File: src/rtl/ddr3_init.sv
// ddr3_init: DDR3 power-up sequencer (RESET#, CKE, MR2/MR3/MR1/MR0, ZQCL).
// Build option: DDR3_INIT_SHORT_DELAYS_EN shortens the RESET#/CKE/ZQ waits.
module ddr3_init #(
    parameter int DDR_FREQ_MHZ = 100,
    parameter int DDR_ROW_BITS = 15,
    parameter int DDR_CAS_LAT  = 6,
    parameter int DDR_CWL      = 6,
    parameter int DDR_WR_RECOV = 6
) (
    input  logic                    clock,
    input  logic                    reset,
    output logic                    ddr_reset_n_o,
    output logic                    enable_o,
    output logic                    req_o,
    input  logic                    accept_i,
    output logic [3:0]              command_o,
    output logic [2:0]              bank_o,
    output logic [DDR_ROW_BITS-1:0] addr_o,
    output logic                    done_o
);

    function automatic int f_min1(input int v);
        return (v < 1) ? 1 : v;
    endfunction

    function automatic int f_max(input int a, input int b);
        return (a > b) ? a : b;
    endfunction

`ifdef DDR3_INIT_SHORT_DELAYS_EN
    localparam int T_RST = 16;
    localparam int T_CKE = 32;
    localparam int T_ZQI = 16;
`else
    localparam int T_RST = f_min1(200 * DDR_FREQ_MHZ);
    localparam int T_CKE = f_min1(500 * DDR_FREQ_MHZ);
    localparam int T_ZQI = 512;
`endif
    localparam int T_XPR = f_min1((120 * DDR_FREQ_MHZ + 999) / 1000);
    localparam int T_MRD = 4;
    localparam int T_MOD = 12;

    localparam int T_MAX = f_max(f_max(T_RST, T_CKE), f_max(T_XPR, T_ZQI));
    localparam int TW    = $clog2(T_MAX + 1);

    // Entry waits last T cycles; post-command waits make the next command
    // land exactly T cycles after the accepted one.
    localparam logic [TW-1:0] L_RST = TW'(T_RST - 1);
    localparam logic [TW-1:0] L_CKE = TW'(T_CKE - 1);
    localparam logic [TW-1:0] L_XPR = TW'(T_XPR - 1);
    localparam logic [TW-1:0] L_MRD = TW'(f_max(T_MRD - 2, 0));
    localparam logic [TW-1:0] L_MOD = TW'(f_max(T_MOD - 2, 0));
    localparam logic [TW-1:0] L_ZQI = TW'(f_max(T_ZQI - 2, 0));

    localparam logic [3:0] CMD_NOP  = 4'b0111;
    localparam logic [3:0] CMD_MRS  = 4'b0000;
    localparam logic [3:0] CMD_ZQCL = 4'b0110;

    localparam int RB = DDR_ROW_BITS;
    localparam logic [RB-1:0] MR2_VAL = RB'((DDR_CWL - 5) << 3);
    localparam logic [RB-1:0] MR1_VAL = RB'(1 << 2);
    localparam logic [RB-1:0] MR0_VAL = RB'(2 | ((DDR_CAS_LAT - 4) << 4)
                                        | (1 << 8)
                                        | ((DDR_WR_RECOV - 4) << 9));
    localparam logic [RB-1:0] ZQ_VAL  = RB'(1 << 10);

    typedef enum logic [3:0] {
        ST_RESET, ST_CKE_WAIT, ST_XPR,
        ST_MR2, ST_MR3, ST_MR1, ST_MR0, ST_ZQCL,
        ST_WAIT, ST_DONE
    } state_t;

    state_t          r_state;
    state_t          r_next;
    logic [TW-1:0]   r_timer;

    state_t          w_succ;
    logic [TW-1:0]   w_ld;
    logic [3:0]      w_cmd;
    logic [2:0]      w_bank;
    logic [RB-1:0]   w_addr;

    // Successor command and post-accept wait for the command being issued.
    always_comb begin
        w_succ = ST_DONE;
        w_ld   = L_MRD;
        case (r_state)
            ST_MR2:  w_succ = ST_MR3;
            ST_MR3:  w_succ = ST_MR1;
            ST_MR1:  w_succ = ST_MR0;
            ST_MR0: begin
                w_succ = ST_ZQCL;
                w_ld   = L_MOD;
            end
            ST_ZQCL: begin
                w_succ = ST_DONE;
                w_ld   = L_ZQI;
            end
            default: ;
        endcase
    end

    // Command payload to present when the wait for r_next expires.
    always_comb begin
        w_cmd  = CMD_MRS;
        w_bank = 3'd0;
        w_addr = '0;
        case (r_next)
            ST_MR3:  w_bank = 3'd3;
            ST_MR1: begin
                w_bank = 3'd1;
                w_addr = MR1_VAL;
            end
            ST_MR0:  w_addr = MR0_VAL;
            ST_ZQCL: begin
                w_cmd  = CMD_ZQCL;
                w_addr = ZQ_VAL;
            end
            default: ;
        endcase
    end

    // Init sequencer: timed waits, command handshakes, sticky done.
    always_ff @(posedge clock) begin
        if (reset) begin
            r_state       <= ST_RESET;
            r_next        <= ST_MR3;
            r_timer       <= L_RST;
            ddr_reset_n_o <= 1'b0;
            enable_o      <= 1'b0;
            req_o         <= 1'b0;
            command_o     <= CMD_NOP;
            bank_o        <= 3'd0;
            addr_o        <= '0;
            done_o        <= 1'b0;
        end else begin
            case (r_state)
                ST_RESET: begin
                    if (r_timer == '0) begin
                        ddr_reset_n_o <= 1'b1;
                        r_timer       <= L_CKE;
                        r_state       <= ST_CKE_WAIT;
                    end else begin
                        r_timer <= r_timer - TW'(1);
                    end
                end
                ST_CKE_WAIT: begin
                    if (r_timer == '0) begin
                        enable_o <= 1'b1;
                        r_timer  <= L_XPR;
                        r_state  <= ST_XPR;
                    end else begin
                        r_timer <= r_timer - TW'(1);
                    end
                end
                ST_XPR: begin
                    if (r_timer == '0) begin
                        req_o     <= 1'b1;
                        command_o <= CMD_MRS;
                        bank_o    <= 3'd2;
                        addr_o    <= MR2_VAL;
                        r_state   <= ST_MR2;
                    end else begin
                        r_timer <= r_timer - TW'(1);
                    end
                end
                ST_MR2, ST_MR3, ST_MR1, ST_MR0, ST_ZQCL: begin
                    if (accept_i) begin
                        req_o     <= 1'b0;
                        command_o <= CMD_NOP;
                        bank_o    <= 3'd0;
                        addr_o    <= '0;
                        r_timer   <= w_ld;
                        r_next    <= w_succ;
                        r_state   <= ST_WAIT;
                    end
                end
                ST_WAIT: begin
                    if (r_timer == '0) begin
                        r_state <= r_next;
                        if (r_next == ST_DONE) begin
                            done_o <= 1'b1;
                        end else begin
                            req_o     <= 1'b1;
                            command_o <= w_cmd;
                            bank_o    <= w_bank;
                            addr_o    <= w_addr;
                        end
                    end else begin
                        r_timer <= r_timer - TW'(1);
                    end
                end
                ST_DONE: ;
                default: r_state <= ST_RESET;
            endcase
        end
    end

endmodule

File: config.mk
export PLATFORM = sky130hd
export DESIGN_NAME = ddr3_init
export DESIGN_NICKNAME = d
export VERILOG_FILES = /design/src/rtl/ddr3_init.sv
export SDC_FILE = /design/constraint.sdc
export NUM_CORES = 1
export LEC_CHECK = 0
export CORE_ASPECT_RATIO = 0.8
export CORE_UTILIZATION = 58
export CTS_BUF_LIST = sky130_fd_sc_hd__clkbuf_4 sky130_fd_sc_hd__clkbuf_8
export CTS_CLUSTER_SIZE = 10
export DETAILED_ROUTE_END_ITERATION = 12
export PLACE_DENSITY = 0.82
export RECOVER_POWER = 100
export SYNTH_ARGS = -nofsm -noshare
export SYNTH_HDL_FRONTEND = slang
export SYNTH_SLANG_ARGS = --single-unit
File: constraint.sdc
create_clock -name clock -period 2.7 [get_ports clock]
set_input_delay 0.405 -clock clock [delete_from_list [all_inputs] [get_ports clock]]
set_output_delay 0.405 -clock clock [all_outputs]
set_load 0.02 [all_outputs]
=== After elaboration in Yosys (flattened, before gate mapping) ===
Index checks and enable logic that the tools add are counted.

* Output and inout port bits: 26
* Register bits: 50
* Logic and storage cells: 82
* Input port bits: 3

* Reduce and logical (&&, ||, !) cells: 13
* Eq/ne operators: 21
* $add $sub $neg: 1
* Bitwise operators: 1
* Mux-type cells: 36

{| class="wikitable"
|+ Operators by type and width
! kind !! number
|-
| 2-to-1 mux 16 bit || 4
|-
| case mux 16 bit (4 select lines) || 1
|-
| 2-to-1 mux 15 bit || 4
|-
| case mux 15 bit (3 select lines) || 1
|-
| 2-to-1 mux 4 bit || 9
|-
| case mux 11 bit (3 select lines) || 1
|-
| equality test 4 x 3 -> 1 bit, second input constant || 8
|-
| case mux 4 bit (6 select lines) || 1
|-
| case mux 9 bit (2 select lines) || 1
|-
| logical NOT 16 bit || 1
|-
| case mux 4 bit (4 select lines) || 1
|-
| subtractor 16 x 1 -> 16 bit, second input constant || 1
|-
| 2-to-1 mux 3 bit || 5
|-
| != test 2 bit, second input constant || 7
|-
| equality test 4 bit, second input constant || 3
|-
| case mux 4 bit (3 select lines) || 1
|-
| case mux 3 bit (3 select lines) || 1
|-
| equality test 4 x 2 -> 1 bit, second input constant || 2
|-
| AND reduction 2 bit || 3
|-
| AND reduction 3 bit || 2
|-
| AND reduction 6 bit || 1
|-
| AND reduction 5 bit || 1
|-
| OR reduction 5 bit || 1
|-
| equality test 4 x 1 -> 1 bit, second input constant || 1
|-
| other kinds (8) || 11
|}

=== Depth between registers and ports, before layout ===
Gate-level depths: netlist of run 1.

* Word-level depth: 5
* Gate-level depth with buffers: 8
* Depth with buffers taken out: 7

=== Worst setup path before layout of run 1 ===
Ideal clock, no wire load.

* Path kind: register to register
* From: reg r_timer[0]
* To: reg r_timer[8]
* Path slack: 697 ps
* Setup time: 133 ps
* Buffers on the path: 0
* Clock period less this slack: 2003 ps
* Data required time: 2567 ps
* Arrival: 1871 ps
* Cell stages (with the launch flop): 8
* Path through: dfxtp_1 -> inv_1 -> ha_1 -> or4b_2 -> o41ai_1 -> a32oi_1 -> a21oi_1 -> o41ai_1

* Longest elaborated chain between the ends: 3
* Elaborated cells between the ends (all ways): 8
* Those cells by class: add/sub (1); eq/ne (1); mux (4); reduce/logical (2)

{| class="wikitable"
|+ Ends and longest elaborated chain
! item !! RTL line !! source
|-
| start: declaration || 75 || <nowiki>logic [TW-1:0] r_timer;</nowiki>
|-
| start signal: assignment || 144 || <nowiki>r_timer <= r_timer - TW'(1);</nowiki>
|-
| start signal: assignment || 153 || <nowiki>r_timer <= r_timer - TW'(1);</nowiki>
|-
| start signal: assignment || 164 || <nowiki>r_timer <= r_timer - TW'(1);</nowiki>
|-
| subtractor 16 x 1 -> 16 bit / logical NOT 16 bit (equally long branches) || - ||
|-
| 2-to-1 mux 16 bit (tied with other cells) || 157, 179 ||
|-
| case mux 16 bit (4 select lines) / AND reduction 3 bit (equally long branches) || - ||
|}

Parallel ways exist; a longest one is shown, timed or not. The select of a mux whose other input is x is not followed.
A chain may end at the register's enable or synchronous reset.

=== Worst setup path after layout of run 1 ===
* From: reg r_timer[0]
* To: reg r_state[3]

* Longest elaborated chain between the ends: 3
* Elaborated cells between the ends (all ways): 6
* Those cells by class: eq/ne (4); reduce/logical (2)

{| class="wikitable"
|+ Ends and longest elaborated chain
! item !! RTL line !! source
|-
| logical NOT 16 bit * || - ||
|-
| != test 2 bit (no source line) || - ||
|-
| AND reduction 6 bit (no source line) * || - ||
|-
| end signal: assignment || 180 || <nowiki>r_state <= r_next;</nowiki>
|-
| end: declaration || 73 || <nowiki>state_t r_state;</nowiki>
|}

Mark *: on every way between the ends. The rest lies on a longest branch, timed or not.

==> results.md, run 1 <==
- Result of the run: finished, final reports clean
- Final Instance Count excl. Fillers: 380
- Async S/R FF share, synth: 0%
- Area used by multi-input combinational logic: 0.001474 mm²
- Pwr Density: 377.6 mW/mm²
- DRC marker count from the first detailed-route iteration: between 300 and 400
- Area leader, netlist: dfxtp_1
- Number of cells upsized or downsized after cts: 0
- Number of synthesized flops with an enable pin: 0
- Slew of the pin with the lowest slew margin: 0.6942 ns
- Class of the worst hold path: register to register
- Clock latency of the later-clocked register in the worst-skew pair: 0.29 ns
- Fraction of the cycle the final worst path needs: 89.96%
- Number of inserted diodes: 0
- Highest-delay cell along the critical path: or4b_1
- Final-stage net count: 330
- Rows: 20
- Static Leak: 0.0009457 µW
- Wire length of the first global-routing pass: 10240 µm
- Worst Skew: 0.01618 ns
- Critical path, cell by cell: inv_1 -> ha_1 -> or4b_1 -> clkbuf_1 -> nor2_1 -> o21ai_0 -> a221oi_1
- Residual overflow from global routing: 0
- Level count of the clock H-tree: 2
- Core Region: about 0.0039 mm²
- Antenna violations before repair: 0
- Clock-pin slew of the registers on the worst-case setup and hold paths: roughly 0.070 ns
- Wire per inst: 17.07 µm
- GRT Util Overall: 30.16%
- Final-layout fill cell count: around 340
- Kind of critical path: register to register
- Most used cells in the layout excluding fill and tap cells: dfxtp_1 (36), a21oi_1 (27), nor2_1 (27), o21ai_0 (24), nand2_1 (16)
- Worst path buffer plus inverter count: 2
- Vias in the first global route: 2044
- Detail-routed via count per cell: around 6.7
- Quantity of hold-fixing buffers added after cts: 0
- Cells taking the most area after synthesis: dfxtp_1 (30%), a21oi_1 (5.6%), o21ai_0 (5.0%)
- Worst path top cell family by delay: simple AND/OR/NAND/NOR gates
- Number of distinct library cells after synthesis: between 70 and 80
- Total design power: 1008 µW
- Capturing element type of the critical path: register
- Die Outline Area: roughly 0.0044 mm²
- Initial core utilization: 62.15%
- Layout Area Growth over Synthesis: 10.01%
- Number of violations of the max-capacitance limit: 0
- Sequential cell area fraction in the yosys report: a little under 30%
- Arrival time reported for the critical path endpoint: ~2.6 ns
- Number of buffers created by CTS: 5
- Critical path required time: 2.84 ns
- Post-synthesis sequential element count: 36
- TNS Setup: 0 ns
- Final setup violating endpoints: 0
- Worst vdd rail ir drop: ~0.31 mV
- Number of sinks handled by clock tree synthesis: 36
- Fraction of final layout cells sized beyond drive strength 1: around 11%
- Remaining design rule violation count: 0
- Slew Viols, Final: 0
- Top cell type's share of synthesized area: 29.71%
- Antenna violation net count after detailed routing: 0
- Number of cells in the design after placement: 373
- Die W: around 74 µm
- CTS root buffer: clkbuf_8
- Synthesis warning total: 0
- Maximum clock frequency: 411.7 MHz
- Clock tree from TritonCTS: yes
- Hold Vio Cnt, Final: 0
- Largest net degree at the start of global routing: 31
- Maximum fanout along the worst path: 11
- Number of post-CTS setup repair buffers: 0
- Worst slew slack as a fraction of its limit: between 50% and 60%
- Post-synthesis instance area: between 0.002 and 0.0025 mm²
- Post-synth top flop: dfxtp_1
- Setup repair after global routing missed its margin: false
- DRT Pass-1 Iters: 5
- Gp weighted congestion: 0.9576
- FF+latch area: roughly 720 µm²
- Worst stage delay on the critical path: around 0.49 ns
- CTS max path bufs: 2
- Gate count after technology mapping: 309
- Num ports: 29
- Post-DP HPWL: 4476 µm
- Final routed wirelength across all metal layers: 6487 µm
- PortBufs: 17
- Overall via count from detail_route: 2528
- Syn Area/Cell: 7.851 µm²
- CP Launch Type: register
- Most frequent standard cell in the layout excluding fill and tap cells: dfxtp_1
- Die Y: 59.85 µm
- Time the worst path needs with I/O delays and setup: 2.429 ns
## synthesized netlist by cell type, types with 3 or more instances
master / count
a221oi_1: 4
buf_2: 7
and3_1: 3
nand3_1: 8
or4_1: 3
dfxtp_1: 36
a221o_1: 3
a21oi_1: 27
o21ai_0: 24
a31oi_1: 6
inv_1: 9
nor3_1: 15
nor2b_1: 4
nand2b_1: 4
clkbuf_1: 8
o31ai_1: 7
a211oi_1: 3
buf_4: 14
a21o_1: 4
nand2_1: 16
nand4_1: 5
nor4b_1: 3
nor4_1: 6
nor3b_1: 3
and2b_2: 3
or3_1: 3
nor2_1: 26
## path summary, 6_finish.rpt
kind                startpoint      endpoint  slack, ns  cells after the start
setup / recovery    r_timer[0]    r_state[3]       0.27                      7
hold / removal    command_o[0]  command_o[0]       0.46                      2
setup reg to reg    r_timer[0]    r_state[3]       0.27                      7
hold reg to reg   command_o[0]  command_o[0]       0.46                      2
## logic make-up after synthesis
kind of cell | after synthesis | share of synthesized area, %
AOI/OAI and AO/OA | 105 | 29.19
other | 1 | 0.1546
and+or+nand+nor | 118 | 28.42
muxes | 1 | 0.4126
xor gates and xnor gates | 2 | 0.7222
buffers and inverters | 44 | 10.37
DFF | 36 | 29.71
adders and majority gates | 2 | 1.031
## routing by layer
metal	part of all wire (%)	global-route usage, %	wire length (µm)	vias up
met1	45	45.50	2918	1187
met3	10	5.902	653	8
li1	-	-	-	1171
met5	0	0	0	-
met4	0.82	4.313	53	0
met2	44	45.19	2862	162
## power by group
| part | total (µW) | switching [µW] | internal [µW] | leakage [µW] |
|---|---|---|---|---|
| logic | 54.6 | 39.8 | 14.8 | 0.000604 |
| registers | 542 | 6.92 | 535 | 0.000291 |
| clock network | 412 | 184 | 227 | 0.0000503 |
| total | 1010 | 231 | 777 | 0.000946 |
## final cells by class
type	count	share of cell area, %
clock buffer	7	3.610
inverter	10	1.406
tap	55	2.579
multi-input combinational	239	55.23
sequential	36	27.00
timing repair buffer	33	10.17
## flip-flops by register name, summed over array words and instances, names as in the netlist
signal         count
r_timer           16
req_o              1
bank_o             2
done_o             1
enable_o           1
addr_o             4
ddr_reset_n_o      1
r_state            4
r_next             4
command_o          2
## tightest hold or removal path, cell delays in order (launching register included)
cell and delay (ns):
dfxtp_1 0.31, o21ai_0 0.07, nand2_1 0.05
## stage by stage
stage                     hold slack (ns)  utilization [%]  cell area (µm²)  setup WS [ns]
final                              0.4616            68.37             2669         0.2711
after global routing               0.4953            68.37             2669         0.1316
after CTS                          0.4695            69.29             2705         0.4241
after detailed placement           0.4598            66.83             2609         0.2745
after global placement             0.4467            66.83             2609         0.3319
after floorplan                    0.4394                -             2464         0.6966
Power figures use the tool's default switching activity.
==> run 2, diff against run 1 <==
--- a/config.mk
+++ b/config.mk
@@ -6,6 +6,7 @@
 export NUM_CORES = 1
 export LEC_CHECK = 0
 export CORE_ASPECT_RATIO = 0.8
+export CORE_MARGIN = 8
 export CORE_UTILIZATION = 58
 export CTS_BUF_LIST = sky130_fd_sc_hd__clkbuf_4 sky130_fd_sc_hd__clkbuf_8
 export CTS_CLUSTER_SIZE = 10
==> run 2 against run 1 <==
  * Wire length increased by 0.14%
  * Sequential power about the same
  * Sequential cell count unchanged
  * Fmax increased by 0.30%
  * Core utilization decreased by 3.0 points
  * Global-route usage decreased by 9.6 points
  * First-iteration DRC count increased by 7.7%
  * Non-clock buffer count decreased by 1
==> results.md, run 2 (synthesized netlist as in run 1, its figures left out) <==
- Residual overflow from global routing: 0 (unchanged)
- Final routed wirelength across all metal layers: 6496 µm (was 6487 µm)
- Number of sinks handled by clock tree synthesis: 36 (unchanged)
- Slew Viols, Final: 0 (unchanged)
- Number of violations of the max-capacitance limit: 0 (unchanged)
- Post-layout worst setup margin: 0.2783 ns (was 0.2711 ns)
- Rows: 21 (was 20)
- DRC marker count from the first detailed-route iteration: 378 (was 351)
- Number of inserted diodes: 0 (unchanged)
- Number of cells upsized or downsized after cts: 0 (unchanged)
- Result of the run: finished, final reports clean (unchanged)
- CP Launch Type: register (unchanged)
- Initial core utilization: 59.19% (was 62.15%)
- Core Region: 0.004099 mm² (was 0.003904 mm²)
- Fraction of the cycle the final worst path needs: 89.69% (was 89.96%)
- Layout Area Growth over Synthesis: 10.37% (was 10.01%)
- Clock-pin slew of the registers on the worst-case setup and hold paths: 0.08 ns (was 0.07 ns)
- Pwr Density: 363.7 mW/mm² (was 377.6 mW/mm²)
- Largest Register: r_timer (unchanged)
- CTS max path bufs: 2 (unchanged)
- Maximum clock frequency: 412.9 MHz (was 411.7 MHz)
- Antenna violations before repair: 0 (unchanged)
- Gp weighted congestion: 0.9436 (was 0.9576)
- Highest-delay cell along the critical path: or4b_1 (unchanged)
- Class of the worst hold path: register to register (unchanged)
- Die W: 88.31 µm (was 74.31 µm)
- Worst Skew: 0.005388 ns (was 0.01618 ns)
- GRT Util Overall: 20.54% (was 30.16%)
- Quantity of hold-fixing buffers added after cts: 0 (unchanged)
- Antenna violation net count after detailed routing: 0 (unchanged)
- Fraction of final layout cells sized beyond drive strength 1: 12.00% (was 11.08%)
- Num ports: 29 (unchanged)
- Final setup violating endpoints: 0 (unchanged)
- Most frequent standard cell in the layout excluding fill and tap cells: dfxtp_1 (unchanged)
- CTS root buffer: clkbuf_8 (unchanged)
- Placement Cell Area: 0.002604 mm² (was 0.002609 mm²)
- PortBufs: 17 (unchanged)
- Largest net degree at the start of global routing: 31 (unchanged)
- Critical path, cell by cell: inv_1 -> ha_1 -> or4b_1 -> clkbuf_1 -> nor3_1 -> o21ai_1 -> a2111oi_2 (was inv_1 -> ha_1 -> or4b_1 -> clkbuf_1 -> nor2_1 -> o21ai_0 -> a221oi_1)
- DRT Pass-1 Iters: 6 (was 5)
- Level count of the clock H-tree: 2 (unchanged)
- Static Leak: 0.0009484 µW (was 0.0009457 µW)
- Overall via count from detail_route: 2485 (was 2528)
- Wire length of the first global-routing pass: 10700 µm (was 10240 µm)
- Time the worst path needs with I/O delays and setup: 2.422 ns (was 2.429 ns)
- Pre-CTS setup slack: 0.2774 ns (was 0.2745 ns)
- Number of buffers created by CTS: 5 (unchanged)
- Final-stage net count: 329 (was 330)
- Detail-routed via count per cell: 6.505 (was 6.653)
- Setup repair after global routing missed its margin: false (unchanged)
- Die Outline Area: 0.006521 mm² (was 0.004447 mm²)
- Total design power: 973.9 µW (was 1008 µW)
- Maximum fanout along the worst path: 9 (was 11)
- Wire per inst: 17.01 µm (was 17.07 µm)
- Worst slew slack as a fraction of its limit: 50.97% (was 53.57%)
- Capturing element type of the critical path: register (unchanged)
- Cell area after layout: 0.002678 mm² (was 0.002669 mm²)
- Post-route worst hold slack: 0.4652 ns (was 0.4616 ns)
- Worst stage delay on the critical path: 0.55 ns (was 0.49 ns)
- Kind of critical path: register to register (unchanged)
- Arrival time reported for the critical path endpoint: 2.60 ns (was 2.57 ns)
- TNS Setup: 0 ns (unchanged)
- Hold Vio Cnt, Final: 0 (unchanged)
- Most used cells in the layout excluding fill and tap cells: dfxtp_1 (36), a21oi_1 (27), nor2_1 (27), o21ai_0 (24), nand2_1 (16) (unchanged)
- Post-DP HPWL: 4527 µm (was 4476 µm)
- Critical path required time: 2.88 ns (was 2.84 ns)
- Die Y: 73.85 µm (was 59.85 µm)
- Worst vdd rail ir drop: 0.2995 mV (was 0.3100 mV)
- Final-layout fill cell count: 355 (was 335)
- Slew of the pin with the lowest slew margin: 0.7354 ns (was 0.6942 ns)
- Number of post-CTS setup repair buffers: 0 (unchanged)
- Clock latency of the later-clocked register in the worst-skew pair: 0.29 ns (about the same)
- Vias in the first global route: 2278 (was 2044)
- Remaining design rule violation count: 0 (unchanged)
- Max reg flops: 16 (unchanged)
- Clock tree from TritonCTS: yes (unchanged)
## run 2: cell count changes in the layout (fill, tap and decap cells not counted)
cell / previous run / this run
a2111oi_0: 2 / 1
clkinv_2: 0 / 2
clkbuf_8: 7 / 5
a2111oi_2: 0 / 1
clkinv_4: 0 / 1
nor4b_4: 0 / 1
nor4b_2: 1 / 0
clkbuf_1: 5 / 3
buf_4: 11 / 12
## run 2: path summary, 6_finish.rpt
path                      end  cells past startpoint  startpoint  slack, ns
setup / recovery  r_timer[15]                      7  r_timer[0]       0.28
hold / removal         done_o                      2      done_o       0.47
setup reg to reg  r_timer[15]                      7  r_timer[0]       0.28
hold reg to reg        done_o                      2      done_o       0.47
## run 2: area by class of cell
| type | count | area (µm²) | share of cell area (%) |
|---|---|---|---|
| well taps | 57 | 71.32 | 2.664 |
| clock buffers | 5 | 68.82 | 2.570 |
| clock inverters | 3 | 18.77 | 0.7009 |
| repair buffers | 32 | 271.5 | 10.14 |
| flip-flops and latches | 36 | 720.7 | 26.92 |
| multi-input cells | 239 | 1489 | 55.61 |
| inverters | 10 | 37.54 | 1.402 |
## run 2: metrics by stage
stage,instances,utilization [%]
floorplan,319,-
global placement,374,63.52
detailed placement,374,63.52
CTS,382,65.66
global route,382,65.32
finish,382,65.32
## run 2: where the power goes
part | total, µW | internal, µW | leakage, µW | switching (µW)
Combinational | 53.7 | 14.9 | 0.000610 | 38.7
Clock | 380 | 180 | 0.0000479 | 200
Sequential | 540 | 534 | 0.000291 | 6.16
Total | 974 | 729 | 0.000948 | 245
## run 2: worst max-delay path: cells and delay by family (launching register included)
family,cells,cell delay (ns)
buffers and inverters,2,0.41
AO/OA/AOI/OAI,2,0.51
adder cells (fa/ha/maj),1,0.18
AND/OR/NAND/NOR,2,0.86
flip-flops,1,0.36
## run 2: metal layers
layer | routed length [µm] | GRT usage [%] | part of all wire (%)
met5 | 0 | 0 | 0
met4 | 98 | 6.542 | 1.5
met3 | 814 | 5.363 | 13
met2 | 2722 | 31.35 | 42
met1 | 2861 | 27.21 | 44
